$ cat src/rtl/counter_pkg.sv
// Shared constants and helpers for the up/down counter family.
package counter_pkg;

  localparam bit CNT_WRAP = 1'b0;
  localparam bit CNT_SAT  = 1'b1;

  // Bit positions when tc/ovf are packed into a status register.
  localparam int unsigned TC_BIT  = 0;
  localparam int unsigned OVF_BIT = 1;

  function automatic logic [31:0] max_for_width(input int unsigned w);
    if (w >= 32) return 32'hFFFF_FFFF;
    return (32'd1 << w) - 32'd1;
  endfunction

endpackage

$ cat src/rtl/cnt_next_calc.sv
// Combinational next-count and range-end event for a modulo up/down counter.
module cnt_next_calc #(
  parameter int unsigned          WIDTH    = 4,
  parameter logic [WIDTH-1:0]     MOD_MAX  = '1,
  parameter bit                   SATURATE = 1'b0
) (
  input  logic [WIDTH-1:0] count,
  input  logic             up,
  input  logic             en,
  output logic [WIDTH-1:0] next_count,
  output logic             evt
);

  always_comb begin
    next_count = count;
    evt        = 1'b0;
    if (en) begin
      if (count > MOD_MAX) begin
        // Only reachable after X-recovery; snap back to the rail in the step direction.
        evt        = 1'b1;
        next_count = up ? '0 : MOD_MAX;
      end else if (up) begin
        if (count == MOD_MAX) begin
          evt        = 1'b1;
          next_count = SATURATE ? count : '0;
        end else begin
          next_count = count + WIDTH'(1);
        end
      end else begin
        if (count == '0) begin
          evt        = 1'b1;
          next_count = SATURATE ? count : MOD_MAX;
        end else begin
          next_count = count - WIDTH'(1);
        end
      end
    end
  end

endmodule

$ cat src/rtl/mod_updown_counter.sv
// WIDTH-bit up/down counter with programmable modulo, wrap/saturate, clear/load,
// registered terminal-count pulse and sticky overflow.
module mod_updown_counter
  import counter_pkg::*;
#(
  parameter int unsigned  WIDTH    = 4,
  parameter logic [31:0]  MOD_MAX  = max_for_width(WIDTH),
  parameter bit           SATURATE = CNT_WRAP,
  parameter logic [31:0]  RST_VAL  = 32'd0
) (
  input  logic             clk,
  input  logic             rst_n,
  input  logic             clr,
  input  logic             load,
  input  logic [WIDTH-1:0] load_val,
  input  logic             en,
  input  logic             up,
  output logic [WIDTH-1:0] count,
  output logic             tc,
  output logic             ovf
);

  localparam logic [WIDTH-1:0] MAXV = MOD_MAX[WIDTH-1:0];
  localparam logic [WIDTH-1:0] RSTV = RST_VAL[WIDTH-1:0];

  logic [WIDTH-1:0] nxt;
  logic             evt;
  logic [WIDTH-1:0] load_clamped;

  cnt_next_calc #(
    .WIDTH    (WIDTH),
    .MOD_MAX  (MAXV),
    .SATURATE (SATURATE)
  ) u_next (
    .count      (count),
    .up         (up),
    .en         (en),
    .next_count (nxt),
    .evt        (evt)
  );

  assign load_clamped = (load_val > MAXV) ? MAXV : load_val;

  always_ff @(posedge clk or negedge rst_n) begin
    if (!rst_n) begin
      count <= RSTV;
      tc    <= 1'b0;
      ovf   <= 1'b0;
    end else if (clr) begin
      count <= '0;
      tc    <= 1'b0;
      ovf   <= 1'b0;
    end else if (load) begin
      count <= load_clamped;
      tc    <= 1'b0;
    end else begin
      // With en=0 the calc passes count through and evt stays low.
      count <= nxt;
      tc    <= evt;
      if (evt) ovf <= 1'b1;
    end
  end

endmodule

$ cat config.mk
export PLATFORM = sky130hd
export DESIGN_NAME = mod_updown_counter
export DESIGN_NICKNAME = d
export VERILOG_FILES = /design/src/rtl/counter_pkg.sv /design/src/rtl/cnt_next_calc.sv /design/src/rtl/mod_updown_counter.sv
export SDC_FILE = /design/constraint.sdc
export NUM_CORES = 1
export LEC_CHECK = 0
export ABC_AREA = 1
export BUFFER_PORTS_ARGS = -buffer_cell sky130_fd_sc_hd__buf_4
export CORE_AREA = 2 2 39 41
export DETAILED_ROUTE_END_ITERATION = 8
export DIE_AREA = 0 0 41 43
export GPL_ROUTABILITY_DRIVEN = 1
export SYNTH_ARGS = -nofsm -noshare
export SYNTH_HDL_FRONTEND = slang
export SYNTH_SLANG_ARGS = --single-unit
$ cat constraint.sdc
create_clock -name clk -period 2.9 [get_ports clk]
set_input_delay 0.58 -clock clk [delete_from_list [all_inputs] [get_ports clk]]
set_output_delay 0.58 -clock clk [all_outputs]
set_load 0.05 [all_outputs]
==> run_results.csv <==
group,metric,value,unit
status,outcome,"finished clean",
floorplan,start_util,34.0,%
critical_path,cp.arrival,1050,ps
synthesis,ys_ff_latch,6,
global_routing,grt.total_usage,13.7,%
synthesis,synth_cell_type_count,16,
synthesis,ys_async_sr_fraction,100,%
synthesis,yosys.area_share.simple,35.6,%
worst_hold_path,hold_path.class,"primary input to async pin",
synthesis,synth_area_leaders,"dfrtp_1 32%, nand3_1 11%, nand2_1 9.6%, ha_1 8.0%, inv_1 7.2%",
synthesis,yosysTopAreaCell,"dfrtp_1",
critical_path,crit_cells,1,
clock_tree,cts_root_buffer,"clkbuf_4",
floorplan,row_count,14,
finish,fin_cells,95,
detailed_routing,drc_errors,0,
critical_path,worst_r2r_endpoint,"ovf$_DFFE_PN0P_",
finish,synthToLayoutAreaGrowth,30.6,%
synthesis,synth.avg_cell_area,7.59,sq um
power,p_per_area,472,nW/um^2
synthesis,yosysMostFrequentCell,"nand2_1",
clock_tree,clkSinkCount,6,
sta,timing.fmax,0.615,GHz
sta,worst_hold_slack,129,ps
synthesis,ys_top_cells_by_count,"12 x nand2_1, 10 x nand3_1, 9 x inv_1",
placed_design,dp_hpwl,772,um
detailed_routing,num_vias,445,
finish,regArea,150,sq um
detailed_routing,drtPass1Iterations,3,
clock_tree,clkTransAtPathRegs,40,ps
floorplan,die-area,1760,sq um
detailed_routing,via_per_inst,4.68,
critical_path,path_class,"flip-flop to output pin",
critical_path,required,2320,ps
floorplan,die_x,41,um
critical_path,start_kind,"flip-flop",
critical_path,r2r_start,"count[0]$_DFFE_PN0P_",
clock_tree,cts_htree_levels,1,
floorplan,coreArea,1380,sq um
clock_tree,clock_latency,250,ps
critical_path,crit_family,"flip-flops",
detailed_routing,drt-total-wl,956,um
detailed_routing,post_drt_wl_per_cell,10.1,um
clock_tree,hold_buffers,0,
detailed_routing,drt_iter0_drc,9,
sta,hold_violations,0,
critical_path,worstPathCellList,"buf_4",
sta,slew_headroom,77.6,%
critical_path,path_buf_inv,1,
sta,fin_tns_setup,0,ps
critical_path,rrSetupSlack,1580,ps
synthesis,synth-edff-count,0,
critical_path,critPathCapture,"count[2]",
critical_path,r2r_cells,6,
synthesis,yosys_warnings,0,
detailed_routing,postRouteAntennaNets,0,
critical_path,end_kind,"output pin",
synthesis,synth_xor_area_share,3.72,%
synthesis,synth_top_family_by_area,"simple AND/OR/NAND/NOR gates",
placed_design,placed_area,592,sq um
critical_path,cp_slowest_stage_delay,530,ps
sta,skew,2.92,ps
critical_path,worstPathMaxFanout,9,
finish,layout-drive-gt1-share,31.6,%
synthesis,synth_fa_ha_area_share,7.98,%
critical_path,slowest_stage,"dfrtp_1",
floorplan,die_h,43,um
clock_tree,cts_tree,"yes",
sta,fin_crit,1630,ps
global_routing,antenna_found_initial,0,
run,cap_violations,0,
synthesis,ys_seq_area_share,31.9,%
synthesis,synthMuxAreaShare,0,%
finish,nFillCells,155,
synthesis,synth.cell_area,470,sq um
clock_tree,cts_buffers,3,
synthesis,ys.flop_type,"dfrtp_1",
clock_tree,clk_path_buf_depth,2,
finish,nNetsFinal,94,
synthesis,synthesis.nets,75,
sta,layout_worst_path_cycle_share,56.1,%
synthesis,synth_compound_area_share,11.2,%
critical_path,crit_start,"count[2]$_DFFE_PN0P_",
sta,grt_setup_unrepaired,"false",
power,peakVddDrop,163,uV
sta,worst_pin_slew,336,ps
synthesis,synth_top_area_share,31.9,%
global_routing,gr-total-overflow,0,
global_routing,grt_max_degree,10,
clock_tree,post_cts_buffers,0,
finish,antenna_cells,0,
placed_design,gp_congestion,0.739,
finish,multiInputGateArea,275,sq um
sta,maxSlewViolCount,0,
placed_design,port_buffers,15,
floorplan,ios,16,
synthesis,synthCells,62,
placed_design,dpl.cell_count,92,
clock_tree,cts_resized,0,
global_routing,grt_pass1_vias,436,
power,power.leakage,0.332,nW
global_routing,grt_pass1_wl,1640,um
finish,final_area,614,sq um
sta,finalSetupViolations,0,
cells in the final DEF, fill, tap and decap left out, types with 2 or more instances in the layout:
| cell | Yosys | routed |
|---|---|---|
| buf_4 | 0 | 15 |
| inv_1 | 9 | 9 |
| clkbuf_4 | 0 | 3 |
| nand3_1 | 10 | 10 |
| o21ai_0 | 3 | 3 |
| nor2_4 | 2 | 2 |
| dfrtp_1 | 6 | 6 |
| a21oi_2 | 3 | 3 |
| xnor2_1 | 2 | 2 |
| nand2_1 | 12 | 12 |
| nor2_1 | 6 | 6 |
| ha_1 | 3 | 3 |
layout make-up:
cell class	instances	share of cell area, %
Inverter	9	5.50
Timing Repair Buffer	15	18.3
Clock buffer	3	3.67
Sequential cell	6	24.4
Tap cell	16	3.26
Multi-Input combinational cell	46	44.8
per-stage QoR:
stage / util (%) / total power [mW] / setup WS [ps]
4_1_cts: 44.4 / 0.294 / 1270
2_1_floorplan: - / 0.184 / 1360
6_report: 44.4 / 0.290 / 1270
5_1_grt: 44.4 / 0.310 / 1220
3_5_place_dp: 42.8 / 0.216 / 1530
3_3_place_gp: 42.8 / 0.216 / 1560
state kept, by name, summed over array words and instances, names as in the netlist:
name and flops:
count 4, tc 1, ovf 1
power by group:
part / total, mW / leakage [nW] / internal, mW / switching (mW)
registers: 0.107 / 0.0782 / 0.0914 / 0.0154
clock network: 0.0761 / 0.0138 / 0.0467 / 0.0293
logic: 0.107 / 0.240 / 0.0424 / 0.0649
total: 0.290 / 0.332 / 0.181 / 0.110
worst min-delay path by stage:
stage	end	slack (ps)	startpoint
after detailed placement	tc$_DFF_PN0_	390	rst_n
final	ovf$_DFFE_PN0P_	130	rst_n
after CTS	count[2]$_DFFE_PN0P_	120	rst_n
after floorplan	count[0]$_DFFE_PN0P_	280	rst_n
after global placement	tc$_DFF_PN0_	390	rst_n
after global routing	count[2]$_DFFE_PN0P_	130	rst_n
per-layer routing:
layer	up-vias	track usage (%)	part of all wire (%)
met5	-	0	0
met4	0	10.0	1.4
met3	2	2.09	5.8
met2	11	20.6	48
met1	198	16.7	45
li1	234	-	-
cells by family after synthesis:
logic type,after synthesis
simple gates,33
flops,6
fa+ha+maj,3
xor+xnor,2
compound gates,8
buf+inv,10
(Power assumes the default switching activity.)
